`src/rtl/onchip_mem_pkg.sv`:
```
// Shared defaults and state encoding for the two-master on-chip RAM arbiter.
package onchip_mem_pkg;

  localparam int unsigned AddrWDefault = 11;
  localparam int unsigned DataWDefault = 32;

  typedef enum logic {
    StRun,
    StQuiesce
  } state_e;

endpackage

```
`src/rtl/rr_arbiter2.sv`:
```
// Two-request round-robin arbiter: combinational grant, registered last winner.
module rr_arbiter2 (
  input  logic       clk,
  input  logic       reset,
  input  logic       enable,
  input  logic [1:0] req,
  output logic [1:0] grant
);

  // Index of the requester granted most recently; 1 after reset so m0 wins the first tie.
  logic last_grant_q;

  always_comb begin
    grant = 2'b00;
    if (enable) begin
      if (req[0] && (!req[1] || last_grant_q)) begin
        grant = 2'b01;
      end else if (req[1]) begin
        grant = 2'b10;
      end
    end
  end

  always_ff @(posedge clk or posedge reset) begin
    if (reset) begin
      last_grant_q <= 1'b1;
    end else if (|grant) begin
      last_grant_q <= grant[1];
    end
  end

endmodule

```
`src/rtl/onchip_mem_arbiter.sv`:
```
// Shares one single-port RAM (1-cycle read latency) between two masters with
// round-robin arbitration and a reset_req-driven quiesce mode.
module onchip_mem_arbiter
  import onchip_mem_pkg::*;
#(
  parameter int unsigned ADDR_W = AddrWDefault,
  parameter int unsigned DATA_W = DataWDefault
) (
  input  logic                clk,
  input  logic                reset,
  input  logic                reset_req,

  input  logic [ADDR_W-1:0]   m0_address,
  input  logic [DATA_W/8-1:0] m0_byteenable,
  input  logic [DATA_W-1:0]   m0_writedata,
  input  logic                m0_read,
  input  logic                m0_write,
  output logic                m0_waitrequest,
  output logic [DATA_W-1:0]   m0_readdata,
  output logic                m0_readdatavalid,

  input  logic [ADDR_W-1:0]   m1_address,
  input  logic [DATA_W/8-1:0] m1_byteenable,
  input  logic [DATA_W-1:0]   m1_writedata,
  input  logic                m1_read,
  input  logic                m1_write,
  output logic                m1_waitrequest,
  output logic [DATA_W-1:0]   m1_readdata,
  output logic                m1_readdatavalid,

  output logic [ADDR_W-1:0]   mem_address,
  output logic [DATA_W/8-1:0] mem_byteenable,
  output logic [DATA_W-1:0]   mem_writedata,
  output logic                mem_chipselect,
  output logic                mem_write,
  output logic                mem_clken,
  input  logic [DATA_W-1:0]   mem_readdata
);

  state_e     state_q;
  logic       rd_pending_q;
  logic       rd_owner_q;
  logic [1:0] req;
  logic [1:0] grant;
  logic       arb_enable;
  logic       granted;
  logic       sel;
  logic       rd_grant;

  assign req = {m1_read | m1_write, m0_read | m0_write};

  // No new access while reset_req is high, even before the state register follows.
  assign arb_enable = (state_q == StRun) && !reset_req && !reset;

  rr_arbiter2 u_arb (
    .clk    (clk),
    .reset  (reset),
    .enable (arb_enable),
    .req    (req),
    .grant  (grant)
  );

  assign granted  = |grant;
  assign sel      = grant[1];
  assign rd_grant = granted && (sel ? m1_read : m0_read);

  always_comb begin
    mem_address    = '0;
    mem_byteenable = '0;
    mem_writedata  = '0;
    mem_write      = 1'b0;
    if (granted) begin
      mem_address    = sel ? m1_address    : m0_address;
      mem_byteenable = sel ? m1_byteenable : m0_byteenable;
      mem_writedata  = sel ? m1_writedata  : m0_writedata;
      mem_write      = sel ? m1_write      : m0_write;
    end
  end

  assign mem_chipselect = granted;
  // In quiesce the clock only stays on for a read that is still returning.
  assign mem_clken      = !reset && ((state_q == StRun) || rd_pending_q);

  assign m0_waitrequest   = !grant[0];
  assign m1_waitrequest   = !grant[1];
  assign m0_readdata      = mem_readdata;
  assign m1_readdata      = mem_readdata;
  assign m0_readdatavalid = rd_pending_q && !rd_owner_q;
  assign m1_readdatavalid = rd_pending_q && rd_owner_q;

  always_ff @(posedge clk or posedge reset) begin
    if (reset) begin
      state_q      <= StRun;
      rd_pending_q <= 1'b0;
      rd_owner_q   <= 1'b0;
    end else begin
      rd_pending_q <= rd_grant;
      if (rd_grant) begin
        rd_owner_q <= sel;
      end
      unique case (state_q)
        StRun: begin
          if (reset_req) state_q <= StQuiesce;
        end
        StQuiesce: begin
          if (!reset_req && !rd_pending_q) state_q <= StRun;
        end
        default: state_q <= StRun;
      endcase
    end
  end

endmodule

```
`config.mk`:
```
export PLATFORM = sky130hd
export DESIGN_NAME = onchip_mem_arbiter
export DESIGN_NICKNAME = d
export VERILOG_FILES = /design/src/rtl/onchip_mem_pkg.sv /design/src/rtl/rr_arbiter2.sv /design/src/rtl/onchip_mem_arbiter.sv
export SDC_FILE = /design/constraint.sdc
export NUM_CORES = 1
export LEC_CHECK = 0
export ABC_AREA = 1
export CELL_PAD_IN_SITES_DETAIL_PLACEMENT = 0
export CELL_PAD_IN_SITES_GLOBAL_PLACEMENT = 1
export CORE_MARGIN = 4
export CORE_UTILIZATION = 14
export DETAILED_ROUTE_END_ITERATION = 10
export GPL_TIMING_DRIVEN = 0
export MAX_ROUTING_LAYER = met4
export PLACE_DENSITY_LB_ADDON = 0.1
export SLEW_MARGIN = 20
export SYNTH_ARGS = -nofsm -noshare
export SYNTH_HDL_FRONTEND = slang
export SYNTH_SLANG_ARGS = --single-unit
```
`constraint.sdc`:
```
create_clock -name clk -period 4.44 [get_ports clk]
set_input_delay 0.888 -clock clk [delete_from_list [all_inputs] [get_ports clk]]
set_output_delay 0.888 -clock clk [all_outputs]
set_load 0.02 [all_outputs]
```
==> metrics.md, run 1 <==
| Metric | Value |
|---|---|
| CP Capture Type | output port |
| GRT Util Overall | 0.110 |
| Worst reg2reg path depth | 7 |
| Hold Crit Start | rd_owner_q |
| Peak Freq | ~250 MHz |
| Synth async-reset ratio | 1.00 |
| Crit Reg-Reg Endpoint | u_arb.last_grant_q |
| Hold crit path type | register to register |
| Slew Viols, Final | 0 |
| Relative slew slack | 0.674 |
| Share of cells above drive strength 1 | 0.272 |
| Area of the core | 0.0110 sq mm |
| Final ANT Viol Nets | 0 |
| PwrDens | 180 mW/mm^2 |
| Total number of H-tree levels | 1 |
| 1st-iter DRT viols | between 40 and 50 |
| Worst-Margin Slew | 489 ps |
| Setup CP Type | input port to output port |
| Post CTS Setup Buffer Count | 0 |
| Area contributors post-synth | buf_4, nor2_1, a21oi_2, a21oi_1, nor2_2 |
| Clk root buf | clkbuf_16 |
| Std-Cell Rows | 38 |
| Antenna cells | 0 |
| Area growth from synthesis to layout | 153% |
| Most frequent cells in the layout | clkdlybuf4s50_1, nor2_1, buf_4, a21oi_1, nor2_2 |
| Die width | 115 um |
| Top Ports | between 200 and 300 |
| Fin util | 0.366 |
| Post-Syn Area | around 0.0016 sq mm |
| Area leader, netlist | buf_4 |
| Post-DR wirelength/cell | approximately 12 um |
| Synth top area share | 0.307 |
| Setup Viol. Count Final | 0 |
| Post-synthesis average cell area | between 6 and 7 sq um |
| Worst-path clk slew | roughly 30 ps |
| Hold Path Depth | 2 |
| Critical-path maximum fanout | 10 |
| Final Net Count | roughly 610 |
| Clock Latency Late Sink | about 220 ps |
| Commonest non-fill, non-tap cell in the layout | clkdlybuf4s50_1 |
| Routed wire length | ~7700 um |
| Pre-Repair DR Iteration Count | 4 |
| DPL Wire Length | 6690 um |
| Buffers on Ports | about 220 |
| DR vias/cell | ~3.7 |
| GRT overflow | 0 |
| Pleak | roughly 1.7 nW |
| Status | complete, no violations |
| Mapped Cells | between 200 and 300 |
| Tmin final | 3940 ps |
| Hold endpoint | rd_owner_q |
| CTS Buf Count | 3 |
| Sequential area share after synthesis | 0.0638 |
| First-pass GRT wire length | around 12,000 um |
| Crit start category | input port |
| Largest net degree at the start of global routing | 11 |
| Drt drc | 0 |
| Reg2Reg Setup Slack | a little over 3000 ps |
| TritonCTS clock tree | yes |
| RSZ-0062 raised after global routing | false |
| TNS Setup | 0 ps |
| Fin crit share | 0.887 |
| # resized after CTS | 0 |
| Clk buf depth | 2 |
| Worst VDD drop | 0.133 mV |
| Required time worst endpoint | between 3000 and 4000 ps |
| CP arrival | roughly 3100 ps |
| Initial Util | 0.145 |
| CTS Hold Bufs | 0 |
| Post-synth EDFFs | 0 |
| DR vias | ~2.3k |
| Total Power | between 0.7 and 0.8 mW |
| Final Hold Fails | 0 |
| Synthesized Nets | 389 |
| DIE AREA | around 0.013 sq mm |
| Top FF cell, synth | dfrtp_1 |
| Synthesis warning total | 0 |
| Netlist cell types | 22 |
| RePlAce Congestion | just over 0.7 |
| Final Skew | 2.32 ps |
| Number of global-route vias before repair | 2,403 |
| Initial antenna violation count | 0 |
| Register bit total from synthesis | 4 |
| Clk sinks | 4 |
| Maxcap violations | 0 |
| Worst R2R Start | u_arb.last_grant_q |
| Die height | between 100 and 150 um |
[kinds of logic after synthesis]
logic type | count (synthesis) | share of synthesized area
buffers and inverters | 86 | 0.402
AOI/OAI and AO/OA | 51 | 0.210
DFF | 4 | 0.0638
and+or+nand+nor | 115 | 0.324
[worst max-delay path by stage]
stage                     start           endpoint  slack [ps]  depth (start not counted)
after CTS                 reset  mem_writedata[16]         420                          9
after floorplan           reset  mem_writedata[10]        1660                          8
after detailed placement  reset  mem_writedata[16]         450                          9
final                     reset  mem_writedata[16]         500                          9
after global placement    reset  mem_writedata[15]         450                          9
after global routing      reset  mem_writedata[16]         280                          9
[through the flow]
| stage | setup WS [ps] | instances | instance area, sq um | hold WS [ps] |
|---|---|---|---|---|
| 6_report | 502 | 618 | 4030 | 507 |
| 5_1_grt | 278 | 618 | 4030 | 540 |
| 4_1_cts | 424 | 618 | 4030 | 510 |
| 3_5_place_dp | 451 | 614 | 3950 | 500 |
| 3_3_place_gp | 449 | 614 | 3950 | 494 |
| 2_1_floorplan | 1660 | 256 | 1590 | 463 |
[synth_stat cells (2+ instances only)]
master	instances
inv_1	6
nor2_1	80
dfrtp_1	3
a21oi_1	29
buf_4	65
a21oi_2	20
nor2_2	21
buf_12	2
nand2_1	7
buf_2	8
nor2_4	2
buf_6	2
nand2_2	2
[where the power goes]
group	internal (mW)	leakage, nW	switching (mW)
registers	0.0494	0.0491	0.00554
clock network	0.119	0.0382	0.0252
logic	0.288	1.65	0.237
[state kept, by name, indices dropped and copies added (netlist names)]
register            count
rd_owner_q              1
rd_pending_q            1
state_q                 1
u_arb.last_grant_q      1
[per-layer routing]
metal | wire [um] | track usage | vias to the layer above | share of wire
met5 | 0 | - | - | 0
li1 | - | - | 1184 | -
met3 | 700 | 0.0206 | 2 | 0.091
met2 | 4020 | 0.201 | 131 | 0.52
met4 | 19 | 0.0143 | 0 | 0.0025
met1 | 2950 | 0.128 | 971 | 0.38
[critical path: stages]
cell,delay [ps]
clkdlybuf4s50_1,480
inv_1,110
nand2_2,150
nor2_4,50
nand2_4,120
clkbuf_1,410
nor2_1,100
nor2_2,120
clkdlybuf4s50_1,620
[area by class of cell]
class / instances / area, sq um
timing repair buffer: 218 / 2180
tap: 140 / 175
inverter: 7 / 28.8
sequential: 4 / 101
multi-input combinational: 166 / 850
fill: 1189 / 6960
clock buffer: 4 / 78.8
buffer: 79 / 609
No activity file was read; power rests on OpenSTA's default activity.
==> run 2, diff against run 1 <==
Settings changed: GPL_TIMING_DRIVEN 0 to default.
==> run 2 against run 1 <==
Effect of this change:
- sequential share of layout area up 1.1 points
- wire length decreased by 20%
- flip-flop and latch count did not move
- count of clock-buffer cells in the layout is the same
- sequential power barely moved
- clock skew up 2.5 ps
- worst setup slack got worse by 60 ps
- clock power barely moved
- register-to-register slack worse by 360 ps
- highest routed layer unchanged
==> metrics.md, run 2 (synthesized netlist as in run 1, its figures left out) <==
| Metric | Value |
|---|---|
| Status | complete, no violations |
| Initial antenna violation count | 0 |
| Antenna cells | 0 |
| Hold crit path type | register to register |
| RePlAce Congestion | 0.698 |
| First-pass GRT wire length | 9320 um |
| Drt drc | 0 |
| PwrDens | 202 mW/mm^2 |
| Worst R2R Start | u_arb.last_grant_q |
| Final Skew | between 4 and 5 ps |
| Initial Util | 0.145 |
| Area growth from synthesis to layout | 78.7% |
| Post-DR wirelength/cell | approximately 13 um |
| CTS Buf Count | 3 |
| GRT overflow | 0 |
| Buffers on Ports | 154 |
| 1st-iter DRT viols | 46 |
| GRT Util Overall | 0.0895 |
| Clk root buf | clkbuf_16 |
| Crit start category | input port |
| Critical-path maximum fanout | between 50 and 60 |
| Worst-path clk slew | about 30 ps |
| CP arrival | 3110 ps |
| Clk buf depth | 2 |
| CP Capture Type | output port |
| Clock Latency Late Sink | about 220 ps |
| Total Power | around 0.57 mW |
| Reg2Reg Setup Slack | between 2000 and 3000 ps |
| Area of the core | roughly 0.011 sq mm |
| Final ANT Viol Nets | 0 |
| Post CTS Setup Buffer Count | 0 |
| Most frequent cells in the layout | clkdlybuf4s50_1, nor2_1, a21oi_1, nor2_2, a21oi_2 |
| Hold Crit Start | u_arb.last_grant_q |
| Setup CP Type | input port to output port |
| Peak Freq | approximately 250 MHz |
| Routed wire length | between 6000 and 7000 um |
| Fin crit share | 0.901 |
| Maxcap violations | 0 |
| Final Hold Fails | 0 |
| DIE AREA | roughly 0.013 sq mm |
| Worst VDD drop | around 0.15 mV |
| CTS Hold Bufs | 0 |
| # fillers | 1,242 |
| Pleak | approximately 1.1 nW |
| Die width | about 110 um |
| Largest net degree at the start of global routing | 53 |
| Slew Viols, Final | 0 |
| Std-Cell Rows | 38 |
| Final Net Count | around 480 |
| RSZ-0062 raised after global routing | false |
| Number of global-route vias before repair | 1,930 |
| Total number of H-tree levels | 1 |
| Share of cells above drive strength 1 | 0.173 |
| Setup Viol. Count Final | 0 |
| Relative slew slack | 0.621 |
| # resized after CTS | 0 |
| DR vias | approximately 1.8k |
| Required time worst endpoint | 3550 ps |
| TritonCTS clock tree | yes |
| DR vias/cell | 3.70 |
| Top Ports | ~250 |
| Worst-Margin Slew | between 500 and 600 ps |
| DPL Wire Length | 4890 um |
| Clk sinks | 4 |
| Die height | roughly 110 um |
| Commonest non-fill, non-tap cell in the layout | clkdlybuf4s50_1 |
| Worst Setup SP | reset |
| Tmin final | roughly 4000 ps |
| TNS Setup | 0 ps |
| Pre-Repair DR Iteration Count | 4 |
-- run 2: changes by cell type in the layout (fill, tap and decap cells not counted) --
cell             before  now
buf_4                65    6
buf_12                2    1
buf_2                 8    0
clkdlybuf4s50_1     218  154
buf_6                 2    0
clkbuf_1              2    1
buf_8                 1    0
-- run 2: critical path, cell delays in order --
cell and delay [ps]:
clkdlybuf4s50_1 470, inv_1 110, nand2_2 150, nor2_4 50
nand2_4 70, buf_4 470, nor2_1 100, nor2_2 120
clkdlybuf4s50_1 630
-- run 2: metal layers --
metal	track usage	routed length (um)	vias to the layer above
li1	-	-	909
met5	-	0	-
met1	0.106	2580	754
met2	0.154	3000	95
met4	0.0277	143	0
met3	0.0159	435	26
-- run 2: final cells by class --
cell class / count / area, sq um / share of cell area
Clock buffer: 4 / 78.8 / 0.0278
Tap cell: 140 / 175 / 0.0617
Sequential cell: 4 / 101 / 0.0357
Multi-Input combinational cell: 166 / 850 / 0.299
Timing Repair Buffer: 161 / 1610 / 0.566
Inverter: 7 / 28.8 / 0.0101
-- run 2: worst paths after layout --
kind	endpoint	cells past startpoint
worst max-delay path	mem_writedata[20]	9
worst min-delay path	u_arb.last_grant_q	2
worst max register to register	rd_owner_q	10
worst min register to register	u_arb.last_grant_q	2
max in group asynchronous	u_arb.last_grant_q	2
min in group asynchronous	rd_pending_q	2
-- run 2: where the power goes --
group / internal, mW / total [mW] / switching (mW)
Combinational: 0.197 / 0.374 / 0.177
Sequential: 0.0494 / 0.0553 / 0.00585
Clock: 0.119 / 0.143 / 0.0247
Total: 0.365 / 0.573 / 0.208
-- run 2: metrics by stage --
step                      setup WS, ps  cells  instance area, sq um   util  hold slack, ps
after global routing               220    482                  2840  0.259             516
after floorplan                   1660    256                  1590      -             463
after CTS                          378    482                  2840  0.259             502
after global placement             383    478                  2760  0.251             512
after detailed placement           392    478                  2760  0.251             497
final                              442    482                  2840  0.259             496
==> run 3, diff against run 2 <==
Settings changed: CORE_MARGIN 4 to default.
Clock period 4.44 ns to 5.1 ns, I/O delays scaled along.
==> run 3 against run 2 <==
Effect of this change:
- die area decreased by 10%
- first-iteration DRC count decreased by 28%
- largest power group unchanged
- global-route usage increased by 0.52 points
==> metrics.md, run 3 (synthesized netlist as in run 1, its figures left out) <==
| Metric | Value |
|---|---|
| GRT overflow | 0 |
| CP arrival | about 3500 ps |
| Fin crit share | 0.879 |
| Worst-Margin Slew | 654 ps |
| DR vias | approximately 1.8k |
| Pre-Repair DR Iteration Count | 3 |
| PnR worst setup slack | ~600 ps |
| # resized after CTS | 0 |
| Commonest non-fill, non-tap cell in the layout | clkdlybuf4s50_1 |
| Required time worst endpoint | between 4000 and 5000 ps |
| RSZ-0062 raised after global routing | false |
| 1st-iter DRT viols | 33 |
| Post-DR wirelength/cell | about 12 um |
| DIE AREA | ~0.012 sq mm |
| PwrDens | 176 mW/mm^2 |
| DR vias/cell | roughly 3.7 |
| CTS Buf Count | 3 |
| TNS Setup | 0 ps |
| Clk root buf | clkbuf_16 |
| Std-Cell Rows | 38 |
| Hold crit path type | register to register |
| Tmin final | ~4500 ps |
| Design Area, Final | 0.00280 sq mm |
| Setup CP Type | input port to output port |
| Pre-CTS WS | 538 ps |
| Clk buf depth | 2 |
| Initial Util | 0.145 |
| Worst-path clk slew | about 30 ps |
| TritonCTS clock tree | yes |
| Most frequent cells in the layout | clkdlybuf4s50_1, nor2_1, a21oi_1, nor2_2, a21oi_2 |
| Routed wire length | 5830 um |
| Pleak | between 1 and 1.5 nW |
| Post CTS Setup Buffer Count | 0 |
| GRT Util Overall | 0.0946 |
| Buffers on Ports | 154 |
| Initial antenna violation count | 0 |
| Status | complete, no violations |
| Top Ports | between 200 and 300 |
| Die height | ~110 um |
| CP Capture Type | output port |
| Share of cells above drive strength 1 | 0.163 |
| First-pass GRT wire length | approximately 8600 um |
| Total number of H-tree levels | 1 |
| Largest net degree at the start of global routing | between 40 and 50 |
| Peak Freq | roughly 220 MHz |
| Final ANT Viol Nets | 0 |
| Total Power | just under 0.5 mW |
| Final Net Count | ~470 |
| Number of global-route vias before repair | approximately 1.8k |
| Worst hold slack | 505 ps |
| CTS Hold Bufs | 0 |
| Maxcap violations | 0 |
| Area growth from synthesis to layout | 76.1% |
| Drt drc | 0 |
| Worst VDD drop | 0.0915 mV |
| Antenna cells | 0 |
| Crit start category | input port |
| Clk sinks | 4 |
| Clock Latency Late Sink | around 220 ps |
| Post-DP Area | around 0.0027 sq mm |
| Die width | 109 um |
| DPL Wire Length | approximately 4400 um |
| Final Hold Fails | 0 |
| Final Skew | roughly 2 ps |
| RePlAce Congestion | 0.637 |
| Area of the core | 0.0109 sq mm |
| Setup Viol. Count Final | 0 |
| Critical-path maximum fanout | between 40 and 50 |
| Relative slew slack | 0.564 |
| Slew Viols, Final | 0 |
-- run 3: critical path, stage by stage --
cell             delay [ps]
clkdlybuf4s50_1         420
inv_1                   160
nand2_2                 120
nor2_4                  120
nand2_4                 200
inv_4                   540
a21oi_1                  80
nor2_1                  110
clkdlybuf4s50_1         640
-- run 3: layout make-up --
type                       count  area, sq um
multi-input combinational    166          850
sequential                     4          101
clock buffer                   4         78.8
fill                        1244         8140
inverter                       7         28.8
timing repair buffer         157         1560
tap                          140          175
-- run 3: through the flow --
| stage | util | instances |
|---|---|---|
| 2_1_floorplan | - | 256 |
| 3_3_place_gp | 0.249 | 474 |
| 3_5_place_dp | 0.249 | 474 |
| 4_1_cts | 0.256 | 478 |
| 5_1_grt | 0.256 | 478 |
| 6_report | 0.256 | 478 |
-- run 3: per-layer routing --
layer	GRT usage	vias to the layer above	part of all wire
li1	-	898	-
met1	0.104	750	0.37
met2	0.169	100	0.51
met3	0.0181	22	0.096
met4	0.0328	0	0.023
met5	-	-	0
-- run 3: worst paths after layout --
kind	to	cells after the start	slack, ps	startpoint
worst max-delay path	mem_writedata[10]	9	620	reset
worst min-delay path	u_arb.last_grant_q	2	510	u_arb.last_grant_q
worst max register to register	rd_owner_q	10	3470	u_arb.last_grant_q
worst min register to register	u_arb.last_grant_q	2	510	u_arb.last_grant_q
max in group asynchronous	u_arb.last_grant_q	2	3840	reset
min in group asynchronous	rd_pending_q	2	1030	reset
-- run 3: report_power, final --
group / switching [mW] / internal [mW]
Combinational: 0.153 / 0.168
Sequential: 0.00513 / 0.0431
Clock: 0.0215 / 0.103
Total: 0.179 / 0.314
